[src/rtl/munoc_apb4_multi_port_bridge_if.sv]
// ---------------------------------------------------------------------------
// munoc_apb4_multi_port_bridge_if
//
// Bundles every channel of the multi-port APB bridge into one interface:
//    - request channel      req_valid/req_ready, req_tid, req_write, req_addr,
//                           req_len, req_burst, req_prot
//    - write-data channel   wd_valid/wd_ready, wd_data, wd_strb, wd_last
//    - response channel     rsp_valid/rsp_ready, rsp_tid, rsp_write, rsp_data,
//                           rsp_resp, rsp_last
//    - APB4 completer bus   paddr, psel[NUM_PORT], penable, pwrite, pwdata,
//                           pstrb, pprot, prdata[NUM_PORT*BW_DATA],
//                           pready[NUM_PORT], pslverr[NUM_PORT]
//
// Modports:
//    master : the bridge itself (drives APB and responses, consumes requests)
//    slave  : the surrounding system (packetizer plus APB completers)
// ---------------------------------------------------------------------------
interface munoc_apb4_multi_port_bridge_if #(
   parameter int NUM_PORT = 4,
   parameter int BW_ADDR  = 32,
   parameter int BW_DATA  = 32,
   parameter int BW_TID   = 4
);
   localparam int BYTES = BW_DATA / 8;

   logic                         req_valid;
   logic                         req_ready;
   logic [BW_TID-1:0]            req_tid;
   logic                         req_write;
   logic [BW_ADDR-1:0]           req_addr;
   logic [7:0]                   req_len;
   logic [1:0]                   req_burst;
   logic [2:0]                   req_prot;

   logic                         wd_valid;
   logic                         wd_ready;
   logic [BW_DATA-1:0]           wd_data;
   logic [BYTES-1:0]             wd_strb;
   logic                         wd_last;

   logic                         rsp_valid;
   logic                         rsp_ready;
   logic [BW_TID-1:0]            rsp_tid;
   logic                         rsp_write;
   logic [BW_DATA-1:0]           rsp_data;
   logic [1:0]                   rsp_resp;
   logic                         rsp_last;

   logic [BW_ADDR-1:0]           paddr;
   logic [NUM_PORT-1:0]          psel;
   logic                         penable;
   logic                         pwrite;
   logic [BW_DATA-1:0]           pwdata;
   logic [BYTES-1:0]             pstrb;
   logic [2:0]                   pprot;
   logic [NUM_PORT*BW_DATA-1:0]  prdata;
   logic [NUM_PORT-1:0]          pready;
   logic [NUM_PORT-1:0]          pslverr;

   modport master (
      input  req_valid, req_tid, req_write, req_addr, req_len, req_burst, req_prot,
      output req_ready,
      input  wd_valid, wd_data, wd_strb, wd_last,
      output wd_ready,
      output rsp_valid, rsp_tid, rsp_write, rsp_data, rsp_resp, rsp_last,
      input  rsp_ready,
      output paddr, psel, penable, pwrite, pwdata, pstrb, pprot,
      input  prdata, pready, pslverr
   );

   modport slave (
      output req_valid, req_tid, req_write, req_addr, req_len, req_burst, req_prot,
      input  req_ready,
      output wd_valid, wd_data, wd_strb, wd_last,
      input  wd_ready,
      input  rsp_valid, rsp_tid, rsp_write, rsp_data, rsp_resp, rsp_last,
      output rsp_ready,
      input  paddr, psel, penable, pwrite, pwdata, pstrb, pprot,
      output prdata, pready, pslverr
   );
endinterface

[src/rtl/munoc_apb4_multi_port_bridge.sv]
// ---------------------------------------------------------------------------
// munoc_apb4_multi_port_bridge
//
// Slave-side protocol engine of the MUNOC APB network interface. Takes the
// decoded request / write-data channels from the packetizer, splits each
// burst (FIXED / INCR / WRAP) into single APB4 transfers, routes every beat
// to one of NUM_PORT completers by an address field, enforces an access
// timeout and returns one response per read beat or one merged response per
// write burst. Exactly one APB transfer is in flight at any time.
//
// Ports:
//    clk           clock
//    rstnn         synchronous reset, active high (1 = reset)
//    comm_disable  blocks acceptance of new requests while 1
//    bus           bridge side (master modport) of all request, write-data,
//                  response and APB channels
//    busy          1 whenever the engine is not idle
// ---------------------------------------------------------------------------
module munoc_apb4_multi_port_bridge #(
   parameter int NUM_PORT       = 4,
   parameter int BW_ADDR        = 32,
   parameter int BW_DATA        = 32,
   parameter int BW_TID         = 4,
   parameter int SEL_LSB        = 12,
   parameter int TIMEOUT_CYCLES = 256
) (
   input  logic                           clk,
   input  logic                           rstnn,
   input  logic                           comm_disable,
   munoc_apb4_multi_port_bridge_if.master bus,
   output logic                           busy
);

   localparam int BYTES    = BW_DATA / 8;
   localparam int BW_SEL   = (NUM_PORT > 1) ? $clog2(NUM_PORT) : 1;
   localparam int BW_UPPER = BW_ADDR - SEL_LSB;
   localparam int TOUT_W   = (TIMEOUT_CYCLES > 1) ? $clog2(TIMEOUT_CYCLES) : 1;

   localparam logic [TOUT_W-1:0]   TOUT_LAST = TOUT_W'((TIMEOUT_CYCLES > 0) ? TIMEOUT_CYCLES - 1 : 0);
   localparam logic [BW_UPPER:0]   PORT_LIM  = (BW_UPPER + 1)'(NUM_PORT);

   localparam logic [1:0] RESP_OKAY   = 2'd0;
   localparam logic [1:0] RESP_SLVERR = 2'd2;
   localparam logic [1:0] RESP_DECERR = 2'd3;
   localparam logic [1:0] BURST_FIXED = 2'd0;
   localparam logic [1:0] BURST_WRAP  = 2'd2;

   typedef enum logic [2:0] {
      ST_IDLE,
      ST_WAIT_W,
      ST_SETUP,
      ST_ACCESS,
      ST_RESP
   } state_t;

   state_t              state;
   state_t              state_next;

   logic [BW_TID-1:0]   cur_tid;
   logic                cur_write;
   logic [BW_ADDR-1:0]  cur_addr;
   logic [7:0]          cur_len;
   logic [1:0]          cur_burst;
   logic [2:0]          cur_prot;
   logic [7:0]          beat_cnt;
   logic [TOUT_W-1:0]   tout_cnt;
   logic [1:0]          wresp;
   logic [BW_DATA-1:0]  pwdata_q;
   logic [BYTES-1:0]    pstrb_q;
   logic [1:0]          rsp_resp_q;
   logic [BW_DATA-1:0]  rsp_data_q;
   logic                rsp_last_q;

   logic                req_fire;
   logic                apb_active;
   logic                cur_dec_ok;
   logic [BW_SEL-1:0]   sel;
   logic [NUM_PORT-1:0] sel_onehot;
   logic                pready_sel;
   logic                timed_out;
   logic                apb_done;
   logic [1:0]          apb_resp;
   logic [BW_DATA-1:0]  apb_rdata;
   logic                beat_last;
   logic                wd_mismatch;
   logic [1:0]          wd_wresp;
   logic [1:0]          acc_wresp;
   logic [BW_ADDR-1:0]  cur_addr_next;

   // A beat address is routable only when everything above the port-select
   // field names an existing port; any stray upper bit is a decode error.
   function automatic logic dec_ok(input logic [BW_ADDR-1:0] a);
      logic [BW_UPPER-1:0] upper;
      upper  = a[BW_ADDR-1:SEL_LSB];
      dec_ok = ({1'b0, upper} < PORT_LIM);
   endfunction

   // Address of the following beat. WRAP only wraps for 2/4/8/16-beat bursts;
   // the low bits inside the wrap window increment, the high bits are held.
   function automatic logic [BW_ADDR-1:0] next_addr(input logic [BW_ADDR-1:0] a,
                                                    input logic [7:0]         len,
                                                    input logic [1:0]         burst);
      logic [BW_ADDR-1:0] inc;
      logic [BW_ADDR-1:0] mask;
      inc       = a + BW_ADDR'(BYTES);
      mask      = BW_ADDR'((int'(len) + 1) * BYTES - 1);
      next_addr = inc;
      if (burst == BURST_FIXED) begin
         next_addr = a;
      end else if ((burst == BURST_WRAP) &&
                   ((len == 8'd1) || (len == 8'd3) || (len == 8'd7) || (len == 8'd15))) begin
         next_addr = (a & ~mask) | (inc & mask);
      end
   endfunction

   // Response codes are ordered so that the numerically larger one is also
   // the more severe one (DECERR > SLVERR > OKAY).
   function automatic logic [1:0] resp_max(input logic [1:0] a, input logic [1:0] b);
      resp_max = (a > b) ? a : b;
   endfunction

   // Beat-level decode, completion and response selection shared by the
   // next-state logic and the datapath.
   assign req_fire      = bus.req_valid & bus.req_ready;
   assign apb_active    = (state == ST_SETUP) || (state == ST_ACCESS);
   assign cur_dec_ok    = dec_ok(cur_addr);
   assign sel           = cur_addr[SEL_LSB +: BW_SEL];
   assign sel_onehot    = NUM_PORT'(1) << sel;
   assign pready_sel    = bus.pready[sel];
   assign timed_out     = (TIMEOUT_CYCLES != 0) && (tout_cnt == TOUT_LAST);
   assign apb_done      = (state == ST_ACCESS) && (pready_sel || timed_out);
   assign apb_resp      = pready_sel ? (bus.pslverr[sel] ? RESP_SLVERR : RESP_OKAY) : RESP_SLVERR;
   assign apb_rdata     = pready_sel ? bus.prdata[int'(sel) * BW_DATA +: BW_DATA] : '0;
   assign beat_last     = (beat_cnt == cur_len);
   assign wd_mismatch   = (bus.wd_last != beat_last);
   assign wd_wresp      = !cur_dec_ok ? RESP_DECERR
                                      : (wd_mismatch ? resp_max(wresp, RESP_SLVERR) : wresp);
   assign acc_wresp     = resp_max(wresp, apb_resp);
   assign cur_addr_next = next_addr(cur_addr, cur_len, cur_burst);

   // Handshake readies and outputs are all derived from the registered state,
   // so a reset forces every output low right after the reset edge. The
   // request ready is also held low while reset is applied.
   assign bus.req_ready = (state == ST_IDLE) && !comm_disable && !rstnn;
   assign bus.wd_ready  = (state == ST_WAIT_W);

   assign bus.psel      = apb_active ? sel_onehot : '0;
   assign bus.penable   = (state == ST_ACCESS);
   assign bus.paddr     = apb_active ? cur_addr : '0;
   assign bus.pwrite    = apb_active & cur_write;
   assign bus.pwdata    = (apb_active && cur_write) ? pwdata_q : '0;
   assign bus.pstrb     = (apb_active && cur_write) ? pstrb_q : '0;
   assign bus.pprot     = apb_active ? cur_prot : '0;

   assign bus.rsp_valid = (state == ST_RESP);
   assign bus.rsp_tid   = (state == ST_RESP) ? cur_tid : '0;
   assign bus.rsp_write = (state == ST_RESP) & cur_write;
   assign bus.rsp_data  = (state == ST_RESP) ? rsp_data_q : '0;
   assign bus.rsp_resp  = (state == ST_RESP) ? rsp_resp_q : RESP_OKAY;
   assign bus.rsp_last  = (state == ST_RESP) & rsp_last_q;

   assign busy          = (state != ST_IDLE);

   // State register; reset aborts whatever transfer is in progress.
   always_ff @(posedge clk) begin
      if (rstnn) begin
         state <= ST_IDLE;
      end else begin
         state <= state_next;
      end
   end

   // Next-state logic. A beat whose address does not decode never visits
   // SETUP/ACCESS: it is completed with DECERR wherever it would have started
   // (request acceptance, write-data arrival or the previous read response).
   always_comb begin
      state_next = state;
      case (state)
         ST_IDLE: begin
            if (req_fire) begin
               if (bus.req_write) begin
                  state_next = ST_WAIT_W;
               end else begin
                  state_next = dec_ok(bus.req_addr) ? ST_SETUP : ST_RESP;
               end
            end
         end
         ST_WAIT_W: begin
            if (bus.wd_valid) begin
               if (cur_dec_ok) begin
                  state_next = ST_SETUP;
               end else begin
                  state_next = beat_last ? ST_RESP : ST_WAIT_W;
               end
            end
         end
         ST_SETUP: begin
            state_next = ST_ACCESS;
         end
         ST_ACCESS: begin
            if (apb_done) begin
               state_next = (cur_write && !beat_last) ? ST_WAIT_W : ST_RESP;
            end
         end
         ST_RESP: begin
            if (bus.rsp_ready) begin
               if (rsp_last_q) begin
                  state_next = ST_IDLE;
               end else begin
                  state_next = cur_dec_ok ? ST_SETUP : ST_RESP;
               end
            end
         end
         default: begin
            state_next = ST_IDLE;
         end
      endcase
   end

   // Transaction context and beat datapath. The address advances as soon as
   // a beat completes, so the decode for the next beat always looks at
   // cur_addr. Read beats only bump the beat counter once their response has
   // been taken; write beats bump it on completion.
   always_ff @(posedge clk) begin
      if (rstnn) begin
         cur_tid    <= '0;
         cur_write  <= 1'b0;
         cur_addr   <= '0;
         cur_len    <= '0;
         cur_burst  <= '0;
         cur_prot   <= '0;
         beat_cnt   <= '0;
         tout_cnt   <= '0;
         wresp      <= RESP_OKAY;
         pwdata_q   <= '0;
         pstrb_q    <= '0;
         rsp_resp_q <= RESP_OKAY;
         rsp_data_q <= '0;
         rsp_last_q <= 1'b0;
      end else begin
         case (state)
            ST_IDLE: begin
               if (req_fire) begin
                  cur_tid    <= bus.req_tid;
                  cur_write  <= bus.req_write;
                  cur_addr   <= bus.req_addr;
                  cur_len    <= bus.req_len;
                  cur_burst  <= bus.req_burst;
                  cur_prot   <= bus.req_prot;
                  beat_cnt   <= '0;
                  wresp      <= RESP_OKAY;
                  pwdata_q   <= '0;
                  pstrb_q    <= '0;
                  rsp_resp_q <= RESP_OKAY;
                  rsp_data_q <= '0;
                  rsp_last_q <= 1'b0;
                  if (!bus.req_write && !dec_ok(bus.req_addr)) begin
                     cur_addr   <= next_addr(bus.req_addr, bus.req_len, bus.req_burst);
                     rsp_resp_q <= RESP_DECERR;
                     rsp_last_q <= (bus.req_len == 8'd0);
                  end
               end
            end
            ST_WAIT_W: begin
               if (bus.wd_valid) begin
                  pwdata_q <= bus.wd_data;
                  pstrb_q  <= bus.wd_strb;
                  wresp    <= wd_wresp;
                  if (!cur_dec_ok) begin
                     if (beat_last) begin
                        rsp_resp_q <= wd_wresp;
                        rsp_data_q <= '0;
                        rsp_last_q <= 1'b1;
                     end else begin
                        beat_cnt <= beat_cnt + 8'd1;
                        cur_addr <= cur_addr_next;
                     end
                  end
               end
            end
            ST_SETUP: begin
               tout_cnt <= '0;
            end
            ST_ACCESS: begin
               tout_cnt <= tout_cnt + TOUT_W'(1);
               if (apb_done) begin
                  if (cur_write) begin
                     wresp <= acc_wresp;
                     if (beat_last) begin
                        rsp_resp_q <= acc_wresp;
                        rsp_data_q <= '0;
                        rsp_last_q <= 1'b1;
                     end else begin
                        beat_cnt <= beat_cnt + 8'd1;
                        cur_addr <= cur_addr_next;
                     end
                  end else begin
                     rsp_resp_q <= apb_resp;
                     rsp_data_q <= apb_rdata;
                     rsp_last_q <= beat_last;
                     cur_addr   <= cur_addr_next;
                  end
               end
            end
            ST_RESP: begin
               if (bus.rsp_ready && !rsp_last_q) begin
                  beat_cnt <= beat_cnt + 8'd1;
                  if (!cur_dec_ok) begin
                     rsp_resp_q <= RESP_DECERR;
                     rsp_data_q <= '0;
                     rsp_last_q <= ((beat_cnt + 8'd1) == cur_len);
                     cur_addr   <= cur_addr_next;
                  end
               end
            end
            default: begin
            end
         endcase
      end
   end

endmodule

[src/flat_wrapper.sv]
// flat-port wrapper written by rule: the top's interface ports become plain ports
module munoc_apb4_multi_port_bridge_flat 
#(
   parameter int NUM_PORT       = 4,
   parameter int BW_ADDR        = 32,
   parameter int BW_DATA        = 32,
   parameter int BW_TID         = 4,
   parameter int SEL_LSB        = 12,
   parameter int TIMEOUT_CYCLES = 256
)
  (clk, rstnn, comm_disable, busy, bus_req_valid, bus_req_tid, bus_req_write, bus_req_addr, bus_req_len, bus_req_burst, bus_req_prot, bus_req_ready, bus_wd_valid, bus_wd_data, bus_wd_strb, bus_wd_last, bus_wd_ready, bus_rsp_valid, bus_rsp_tid, bus_rsp_write, bus_rsp_data, bus_rsp_resp, bus_rsp_last, bus_rsp_ready, bus_paddr, bus_psel, bus_penable, bus_pwrite, bus_pwdata, bus_pstrb, bus_pprot, bus_prdata, bus_pready, bus_pslverr);
  munoc_apb4_multi_port_bridge_if #(.NUM_PORT(NUM_PORT), .BW_ADDR(BW_ADDR), .BW_DATA(BW_DATA), .BW_TID(BW_TID)) bus_i ();
  input  logic clk;
  input  logic rstnn;
  input  logic comm_disable;
  output logic busy;
  input wire logic [$bits(bus_i.req_valid)-1:0] bus_req_valid;
  input wire logic [$bits(bus_i.req_tid)-1:0] bus_req_tid;
  input wire logic [$bits(bus_i.req_write)-1:0] bus_req_write;
  input wire logic [$bits(bus_i.req_addr)-1:0] bus_req_addr;
  input wire logic [$bits(bus_i.req_len)-1:0] bus_req_len;
  input wire logic [$bits(bus_i.req_burst)-1:0] bus_req_burst;
  input wire logic [$bits(bus_i.req_prot)-1:0] bus_req_prot;
  output wire logic [$bits(bus_i.req_ready)-1:0] bus_req_ready;
  input wire logic [$bits(bus_i.wd_valid)-1:0] bus_wd_valid;
  input wire logic [$bits(bus_i.wd_data)-1:0] bus_wd_data;
  input wire logic [$bits(bus_i.wd_strb)-1:0] bus_wd_strb;
  input wire logic [$bits(bus_i.wd_last)-1:0] bus_wd_last;
  output wire logic [$bits(bus_i.wd_ready)-1:0] bus_wd_ready;
  output wire logic [$bits(bus_i.rsp_valid)-1:0] bus_rsp_valid;
  output wire logic [$bits(bus_i.rsp_tid)-1:0] bus_rsp_tid;
  output wire logic [$bits(bus_i.rsp_write)-1:0] bus_rsp_write;
  output wire logic [$bits(bus_i.rsp_data)-1:0] bus_rsp_data;
  output wire logic [$bits(bus_i.rsp_resp)-1:0] bus_rsp_resp;
  output wire logic [$bits(bus_i.rsp_last)-1:0] bus_rsp_last;
  input wire logic [$bits(bus_i.rsp_ready)-1:0] bus_rsp_ready;
  output wire logic [$bits(bus_i.paddr)-1:0] bus_paddr;
  output wire logic [$bits(bus_i.psel)-1:0] bus_psel;
  output wire logic [$bits(bus_i.penable)-1:0] bus_penable;
  output wire logic [$bits(bus_i.pwrite)-1:0] bus_pwrite;
  output wire logic [$bits(bus_i.pwdata)-1:0] bus_pwdata;
  output wire logic [$bits(bus_i.pstrb)-1:0] bus_pstrb;
  output wire logic [$bits(bus_i.pprot)-1:0] bus_pprot;
  input wire logic [$bits(bus_i.prdata)-1:0] bus_prdata;
  input wire logic [$bits(bus_i.pready)-1:0] bus_pready;
  input wire logic [$bits(bus_i.pslverr)-1:0] bus_pslverr;
  assign bus_i.req_valid = bus_req_valid;
  assign bus_i.req_tid = bus_req_tid;
  assign bus_i.req_write = bus_req_write;
  assign bus_i.req_addr = bus_req_addr;
  assign bus_i.req_len = bus_req_len;
  assign bus_i.req_burst = bus_req_burst;
  assign bus_i.req_prot = bus_req_prot;
  assign bus_req_ready = bus_i.req_ready;
  assign bus_i.wd_valid = bus_wd_valid;
  assign bus_i.wd_data = bus_wd_data;
  assign bus_i.wd_strb = bus_wd_strb;
  assign bus_i.wd_last = bus_wd_last;
  assign bus_wd_ready = bus_i.wd_ready;
  assign bus_rsp_valid = bus_i.rsp_valid;
  assign bus_rsp_tid = bus_i.rsp_tid;
  assign bus_rsp_write = bus_i.rsp_write;
  assign bus_rsp_data = bus_i.rsp_data;
  assign bus_rsp_resp = bus_i.rsp_resp;
  assign bus_rsp_last = bus_i.rsp_last;
  assign bus_i.rsp_ready = bus_rsp_ready;
  assign bus_paddr = bus_i.paddr;
  assign bus_psel = bus_i.psel;
  assign bus_penable = bus_i.penable;
  assign bus_pwrite = bus_i.pwrite;
  assign bus_pwdata = bus_i.pwdata;
  assign bus_pstrb = bus_i.pstrb;
  assign bus_pprot = bus_i.pprot;
  assign bus_i.prdata = bus_prdata;
  assign bus_i.pready = bus_pready;
  assign bus_i.pslverr = bus_pslverr;
  munoc_apb4_multi_port_bridge #(.NUM_PORT(NUM_PORT), .BW_ADDR(BW_ADDR), .BW_DATA(BW_DATA), .BW_TID(BW_TID), .SEL_LSB(SEL_LSB), .TIMEOUT_CYCLES(TIMEOUT_CYCLES)) u_core (.clk(clk), .rstnn(rstnn), .comm_disable(comm_disable), .bus(bus_i), .busy(busy));
endmodule
[config.mk]
export PLATFORM = sky130hd
export DESIGN_NAME = munoc_apb4_multi_port_bridge_flat
export DESIGN_NICKNAME = d
export VERILOG_FILES = /design/src/rtl/munoc_apb4_multi_port_bridge_if.sv /design/src/rtl/munoc_apb4_multi_port_bridge.sv /design/src/flat_wrapper.sv
export SDC_FILE = /design/constraint.sdc
export NUM_CORES = 1
export LEC_CHECK = 0
export BUFFER_PORTS_ARGS = -buffer_cell sky130_fd_sc_hd__buf_2
export CAP_MARGIN = 20
export CORE_MARGIN = 2
export CORE_UTILIZATION = 51
export CTS_BUF_LIST = sky130_fd_sc_hd__clkbuf_16
export DETAILED_ROUTE_END_ITERATION = 16
export PLACE_DENSITY = 0.86
export SLEW_MARGIN = 20
export SYNTH_ARGS = -nofsm -noshare
export SYNTH_HDL_FRONTEND = slang
export SYNTH_SLANG_ARGS = --single-unit
[constraint.sdc]
create_clock -name clk -period 3 [get_ports clk]
set_input_delay 0.3 -clock clk [delete_from_list [all_inputs] [get_ports clk]]
set_output_delay 0.3 -clock clk [all_outputs]
set_load 0.1 [all_outputs]
==> results.toml, run 1 <==
[run_status]
status = "finished, final reports clean"

[power_and_ir_drop]
comb_power_share = 0.272
seq_power_share = 0.365
peakVddDrop_mv = 0.449
powerDensity_mw_per_mm2 = 460
p_clk_frac = 0.363
p_leak_nw = 5.53
internal_power_mw = 3.83
p_sw_mw = 1.96
p_sw_frac = 0.338

[global_routing]
grt_pass1_wl_um = 54000
grt_pass1_vias = 10573
grt.total_usage = 0.333
antenna_found_initial = 2
grt_start_max_net_pins = 77
grt_overflow_total = 0

[sta]
max_freq_mhz = 346
skew_ps = 11.7
maxSlewViolCount = 0
worst_pin_slew_ps = 834
relSlewSlack = 0.444
setup_ws_ps = 109
hold_viol = 0
hold_slack_ps = 102
fin_crit_ps = 2890
fin_crit_sh = 0.964
setup_viol = 0

[routing]
via_per_inst = 6.14
vias = 11448
antenna_left = 0
drt_first_pass_iters = 6
drc = 0
routedWlPerCell_um = 19.2
routed_wl_um = 35800
first_iter_violations = 1079

[layout]
design_area_mm2 = 0.0126
layout.nets = 1833
drive_gt1_frac = 0.319
fin_util = 0.669
finalNonFillerCells = 1864
area_growth_pct = 27.5

[min_path]
holdCritPathClass = "input port to flip-flop"

[die]
die_h_um = 143
start_util = 0.525
die_x_um = 143
core-area_mm2 = 0.0188
io_pins = 350
design.die.area_mm2 = 0.0205
rows = 50

[worst_setup_path]
criticalPathCategory = "flip-flop to output port"
crit_path_max_fanout = 14
crit_slowest_cell = "dfxtp_1"
cp_slowest_stage_delay_ps = 640
critPathCaptureType = "output port"
start_kind = "flip-flop"
cp.required_ps = 2700
crit_chain = "nand2b_1, or2_2, inv_1, buf_2"
cp.arrival_ps = 2590

[place]
dpl.hpwl_um = 26400
post-place-ws_ps = 167
portBuffers = 349
routabilityCongestion = 0.970
numPlacedInstances = 1833
dpl-instance-area_mm2 = 0.0120

[clock_tree]
cts_root_buf = "clkbuf_16"
post_cts_buffers = 0
cts_buffer_depth = 2
cts_tree = "yes"
clkSinkCount = 142
clk_pin_slew_ps = 70
cts_hold_buffers = 0
cts_buffers = 17
h-tree-depth = 4
insertion_delay_ps = 430

[yosys]
avgSynthCellArea_um2 = 7.77
yosysSeqAreaShare = 0.288
ys_ff_latch = 142
synth_edf_count = 0
netlist.area_leader.share = 0.288
yosys_warnings = 0
ys_types = 84
syn_inst = 1272
synthTopCellsByArea = "dfxtp_1 29%, mux4_2 7.8%, and3_1 6.6%"
async_flop_share = 0
yosys.area.top_type = "dfxtp_1"
synth_nets = 1513
netlist_area_mm2 = 0.00988
synth_commonest_cells = "149 x nand2_1, 142 x dfxtp_1, 117 x a21oi_1"
yosysMostFrequentCell = "nand2_1"
synth_flop_cell = "dfxtp_1"

[job]
max-cap-violations = 0
flip-flops by register name, summed over array words and instances, names as in the netlist:
name,cells
u_core.state,3
u_core.cur_len,8
u_core.cur_addr,32
u_core.pstrb_q,4
u_core.pwdata_q,32
u_core.rsp_last_q,1
u_core.tout_cnt,8
u_core.beat_cnt,8
u_core.cur_write,1
u_core.cur_prot,3
u_core.cur_tid,4
u_core.rsp_data_q,32
u_core.rsp_resp_q,2
u_core.wresp,2
u_core.cur_burst,2
cells by family (layout without fill, tap and decap cells):
kind of cell | after synthesis | in the layout | synth area share
AO/OA/AOI/OAI | 297 | 297 | 0.195
other | 0 | 1 | 0
multiplexers | 41 | 41 | 0.0849
flip-flops | 142 | 142 | 0.288
XOR/XNOR | 52 | 52 | 0.0461
AND/OR/NAND/NOR | 607 | 607 | 0.321
buffers and inverters | 121 | 452 | 0.0502
adder cells (fa/ha/maj) | 12 | 12 | 0.0152
layout make-up:
cell class                 instances  area (um^2)
inverter                          16         60.1
antenna                            1         2.50
clock inverter                    13          140
fill                            1589         6240
multi-input combinational       1009         6590
clock buffer                      17          425
tap                              260          325
timing repair buffer             406         2200
sequential                       142         2850
cell usage in the layout (no fill, tap or decap), types with 34 or more instances in the layout:
cell type,netlist,final
buf_2,17,348
buf_4,3,56
mux4_2,34,34
nand3_1,70,70
xnor2_1,34,34
nand2_1,149,148
and2_1,46,46
dfxtp_1,142,139
nor2_1,105,103
a21oi_1,117,117
a22oi_1,41,41
o21ai_0,40,40
and3_1,104,104
critical path: cells and delay by family (launching register included):
family,cells,cell delay (ps)
DFF,1,640
and+or+nand+nor,2,740
buffers and inverters,2,790
worst paths after layout:
| path | slack, ps | depth (start not counted) | from | endpoint |
|---|---|---|---|---|
| worst max-delay path | 110 | 4 | u_core.state[0] | bus_wd_ready |
| worst min-delay path | 100 | 3 | bus_wd_data[10] | u_core.pwdata_q[10] |
| worst max register to register | 200 | 11 | u_core.cur_len[1] | u_core.cur_addr[18] |
| worst min register to register | 450 | 2 | u_core.cur_prot[2] | u_core.cur_prot[2] |
stage by stage:
step                      power (mW)  TNS (ps)
after floorplan                 3.11     -46.6
after global placement          3.65         0
after detailed placement        3.68         0
after CTS                       5.77         0
after global routing            6.01     -13.0
final                           5.79         0
power by group through the flow:
stage / Clock [mW] / Sequential [mW] / Combinational, mW
3_5_place_dp: 0 / 2.15 / 1.54
4_1_cts: 2.12 / 2.11 / 1.54
3_3_place_gp: 0 / 2.14 / 1.51
2_1_floorplan: 0 / 2.09 / 1.02
5_1_grt: 2.20 / 2.12 / 1.69
6_report: 2.10 / 2.11 / 1.58
per-layer routing:
| metal | up-vias | global-route usage | wire (um) |
|---|---|---|---|
| li1 | 5300 | - | - |
| met3 | 111 | 0.0932 | 3830 |
| met5 | - | 0 | 13 |
| met2 | 689 | 0.529 | 16400 |
| met1 | 5346 | 0.426 | 14300 |
| met4 | 2 | 0.133 | 1190 |
timing repair:
| action | CTS | global route |
|---|---|---|
| resized for setup | 0 | 2 |
| endpoints found under the hold margin | 0 | 0 |
| endpoints found under the setup margin | 0 | 3 |
Note: power is estimated with default switching activity, not from simulation.
==> run 2: changes to the inputs <==
- BUFFER_PORTS_ARGS: -buffer_cell sky130_fd_sc_hd__buf_2 -> -buffer_cell sky130_fd_sc_hd__buf_4
==> run 2 against run 1 <==
  * Die area unchanged
  * Clock power is essentially flat
  * Non-clock buffer count fell by 2
  * First-iteration DRC count rose by 24%
  * Register-to-register slack improved by 40 ps
==> results.toml, run 2 (synthesis results as in run 1) <==
[die]
io_pins = 350
start_util = 0.525
die_x_um = 143
rows = 50
die_h_um = 143
design.die.area_mm2 = 0.0205
core-area_mm2 = 0.0188

[worst_setup_path]
start_kind = "flip-flop"
reg2reg_depth = 11
critPathCaptureType = "output port"
crit_path_max_fanout = 14
worstSetupEndpoint = "bus_wd_ready"
cp.arrival_ps = 2470
cp.required_ps = 2700
r2r_slack_ps = 240
criticalPathCategory = "flip-flop to output port"
r2r_end = "u_core.cur_addr[26]"
crit_start = "u_core.state[0]"
r2r_start = "u_core.cur_len[0]"

[routing]
drc = 0
drt_first_pass_iters = 7
routed_wl_um = 37000
vias = 11390
antenna_left = 0
via_per_inst = 6.12
first_iter_violations = 1341
routedWlPerCell_um = 19.8

[power_and_ir_drop]
p_leak_nw = 5.70
peakVddDrop_mv = 0.428
powerDensity_mw_per_mm2 = 437

[sta]
setup_viol = 0
hold_viol = 0
maxSlewViolCount = 0
setup_tns_ps = 0
max_freq_mhz = 361
relSlewSlack = 0.423
worst_pin_slew_ps = 866
fin_crit_sh = 0.924
skew_ps = 8.97
fin_crit_ps = 2770
rsz0062_at_grt = "no"

[place]
dpl.hpwl_um = 27400
portBuffers = 349
numPlacedInstances = 1831
routabilityCongestion = 0.977

[clock_tree]
post_cts_buffers = 0
cts_buffers = 17
clk_pin_slew_ps = 70
h-tree-depth = 4
cts_hold_buffers = 0
cts_tree = "yes"
clkSinkCount = 142
cts_buffer_depth = 2
insertion_delay_ps = 430
ctsResizeCount = 0
cts_root_buf = "clkbuf_16"

[run_status]
status = "finished, final reports clean"

[global_routing]
grt_pass1_vias = 10489
grt.total_usage = 0.342
antenna_found_initial = 0
grt_overflow_total = 0
grt_start_max_net_pins = 76
grt_pass1_wl_um = 55500

[layout]
layout_commonest_cell = "buf_4"
final_cell_mix = "403 x buf_4, 148 x nand2_1, 139 x dfxtp_1"
finalNonFillerCells = 1862
drive_gt1_frac = 0.316
area_growth_pct = 35.9
multi_input_area_mm2 = 0.00658
fin_util = 0.713
ff_latch_area_mm2 = 0.00285
fillers = 1528
antennaDiodeCount = 0
layout.nets = 1831
top_regs = "u_core.cur_addr x32, u_core.pwdata_q x32, u_core.rsp_data_q x32"

[job]
max-cap-violations = 0

[min_path]
holdCritPathClass = "input port to flip-flop"
==> run 2: cell types whose count changed in the layout (fill, tap and decap cells not counted), moves of 2 or more <==
cell / change
clkinv_1: +2
buf_2: -348
clkinv_2: -2
buf_4: +347
==> run 2: how the worst min path moves through the flow <==
stage | start | to | slack, ps | depth (start not counted)
global placement | u_core.cur_prot[0] | u_core.cur_prot[0] | 440 | 2
detailed placement | u_core.cur_prot[2] | u_core.cur_prot[2] | 440 | 2
global route | bus_wd_data[20] | u_core.pwdata_q[20] | 110 | 3
floorplan | u_core.cur_addr[0] | u_core.cur_addr[0] | 430 | 2
CTS | bus_wd_data[4] | u_core.pwdata_q[4] | 110 | 3
finish | bus_wd_data[10] | u_core.pwdata_q[10] | 110 | 3
==> run 2: per-stage QoR <==
stage / worst slack (ps) / cell area [um^2] / hold WS (ps) / power (mW)
detailed placement: 150 / 12900 / 443 / 3.77
global route: 125 / 13400 / 109 / 6.08
floorplan: -46.6 / 9900 / 432 / 3.11
global placement: 229 / 12900 / 438 / 3.74
CTS: 268 / 13400 / 109 / 5.84
finish: 228 / 13400 / 114 / 5.87
==> run 2: metal layers <==
metal / wire length, um / vias to the layer above / global-route usage
li1: - / 5290 / -
met1: 14200 / 5285 / 0.439
met2: 17100 / 701 / 0.549
met3: 4350 / 114 / 0.0926
met4: 1310 / 0 / 0.131
met5: 0 / - / 0
==> run 2: critical path, cell delays in order (launching register included) <==
cell,delay (ps)
dfxtp_1,620
nand2b_1,330
or2_2,420
inv_1,310
buf_4,370
==> run 2: layout make-up <==
class	count	share of cell area
Timing Repair Buffer	404	0.227
Inverter	16	0.00447
Clock inverter	14	0.0106
Clock buffer	17	0.0317
Sequential cell	142	0.212
Tap cell	260	0.0242
Multi-Input combinational cell	1009	0.490
==> run 2: power by group <==
group,switching [mW],leakage (nW),internal [mW]
clock,0.886,0.273,1.22
sequential,0.132,1.15,1.98
combinational,0.944,4.27,0.707
total,1.96,5.70,3.91
==> run 3: changes to the inputs <==
- CORE_ASPECT_RATIO: default -> 2
- PLACE_DENSITY: 0.86 -> 0.84
==> run 3 against run 2 <==
  * Sequential power hardly changed
  * Power fell by 1.6%
  * Die area grew 0.33%
  * Fmax down 3.8%
  * Critical path type is now flip-flop to flip-flop
  * Non-clock buffer count is 6 higher
  * Final area grew 0.22%
  * Via count about the same
  * Combinational power about the same
  * Sequential cell count is the same
  * Clock skew is 2.1 ps higher
==> results.toml, run 3 (synthesis results as in run 1) <==
[layout]
fillers = 1660
multi_input_area_mm2 = 0.00659
fin_util = 0.701
top_regs = "u_core.cur_addr x32, u_core.pwdata_q x32, u_core.rsp_data_q x32"
design_area_mm2 = 0.0135
drive_gt1_frac = 0.320
layout_commonest_cell = "buf_4"
final_cell_mix = "409 x buf_4, 148 x nand2_1, 140 x dfxtp_1"
area_growth_pct = 36.2
ff_latch_area_mm2 = 0.00285
layout.nets = 1837

[sta]
setup_viol = 0
max_freq_mhz = 347
maxSlewViolCount = 0
hold_viol = 0
fin_crit_sh = 0.961
rsz0062_at_grt = "no"
hold_slack_ps = 119
fin_crit_ps = 2880
skew_ps = 11.1
worst_pin_slew_ps = 1020
relSlewSlack = 0.319

[clock_tree]
cts_buffers = 17
insertion_delay_ps = 420
cts_root_buf = "clkbuf_16"
h-tree-depth = 4
cts_buffer_depth = 2
clkSinkCount = 142
cts_tree = "yes"
clk_pin_slew_ps = 70
post_cts_buffers = 0

[die]
start_util = 0.515
die_h_um = 201
die_x_um = 102
design.die.area_mm2 = 0.0206
core-area_mm2 = 0.0192
rows = 72
io_pins = 350

[worst_setup_path]
reg2reg_depth = 6
r2r_slack_ps = 120
crit_path_max_fanout = 16
cp.arrival_ps = 3220
cp.required_ps = 3340
crit_start = "u_core.state[2]"
critPathCaptureType = "flip-flop"
r2r_end = "u_core.cur_prot[1]"
start_kind = "flip-flop"
worstSetupEndpoint = "u_core.cur_prot[1]"
criticalPathCategory = "flip-flop to flip-flop"
r2r_start = "u_core.state[2]"

[routing]
vias = 11386
first_iter_violations = 825
antenna_left = 0
routedWlPerCell_um = 20.3
drt_first_pass_iters = 7
routed_wl_um = 38000
drc = 0
via_per_inst = 6.09

[min_path]
holdCritPathClass = "input port to flip-flop"
hold_start = "bus_wd_data[23]"

[place]
routabilityCongestion = 1.02
portBuffers = 349
dpl-instance-area_mm2 = 0.0129
dpl.hpwl_um = 29100

[global_routing]
antenna_found_initial = 1
grt_pass1_vias = 11493
grt_overflow_total = 0
grt_start_max_net_pins = 89
grt_pass1_wl_um = 58300
grt.total_usage = 0.362

[run_status]
status = "finished, final reports clean"

[power_and_ir_drop]
comb_power_share = 0.290
p_clk_frac = 0.344
internal_power_mw = 3.84
p_sw_mw = 1.94
seq_power_share = 0.366
p_leak_nw = 5.71
powerDensity_mw_per_mm2 = 429
peakVddDrop_mv = 0.425
p_sw_frac = 0.336

[job]
max-cap-violations = 0
[run 3: cell count changes in the layout (fill, tap and decap cells not counted), sizes merged]
cell | previous run | this run
clkinv | 4 | 7
bufinv | 2 | 1
buf | 404 | 410
clkinvlp | 3 | 5
inv | 21 | 18
diode | 0 | 1
[run 3: critical path, cell delays in order (launching register included)]
cell      delay (ps)
dfxtp_1          640
nand2b_1         420
nand2_1          390
nor2_2           790
buf_4            350
nand2_1           80
a21oi_1          120
[run 3: metal layers]
| layer | vias to the layer above | track usage | routed length, um |
|---|---|---|---|
| met5 | - | 0 | 0 |
| met4 | 0 | 0.244 | 2650 |
| met1 | 5320 | 0.345 | 12100 |
| met2 | 612 | 0.660 | 20200 |
| li1 | 5296 | - | - |
| met3 | 158 | 0.0804 | 2960 |
[run 3: what timing repair did]
item	4_1_cts	5_1_grt
setup endpoints to repair	0	5
hold buffers	0	0
endpoints found under the hold margin	0	0
resized for setup	0	2
[run 3: metrics by stage]
stage | power (mW) | worst slack (ps) | cells | TNS [ps]
after detailed placement | 3.79 | 177 | 1836 | 0
after floorplan | 3.11 | -46.6 | 1272 | -46.6
after CTS | 5.77 | 165 | 1868 | 0
final | 5.78 | 118 | 1869 | 0
after global routing | 6.02 | 40.1 | 1869 | 0
after global placement | 3.76 | 255 | 1836 | 0
[run 3: power by group through the flow]
| stage | registers, mW | logic (mW) | clock network [mW] |
|---|---|---|---|
| floorplan | 2.09 | 1.02 | 0 |
| global placement | 2.14 | 1.62 | 0 |
| detailed placement | 2.15 | 1.65 | 0 |
| CTS | 2.11 | 1.65 | 2.02 |
| global route | 2.13 | 1.79 | 2.10 |
| finish | 2.11 | 1.68 | 1.99 |
[run 3: layout make-up]
cell class / instances / share of cell area
Timing Repair Buffer: 410 / 0.230
Multi-Input combinational cell: 1009 / 0.489
Clock buffer: 17 / 0.0316
Tap cell: 259 / 0.0241
Clock inverter: 15 / 0.00930
Antenna cell: 1 / 0.000186
Sequential cell: 142 / 0.211
Inverter: 16 / 0.00446
[run 3: worst min path at each step]
stage | endpoint | slack (ps) | cells after the start
floorplan | u_core.cur_addr[0] | 430 | 2
global placement | u_core.cur_tid[2] | 440 | 2
detailed placement | u_core.cur_prot[2] | 440 | 2
CTS | u_core.pwdata_q[23] | 110 | 3
global route | u_core.pwdata_q[23] | 120 | 3
finish | u_core.pwdata_q[23] | 120 | 3
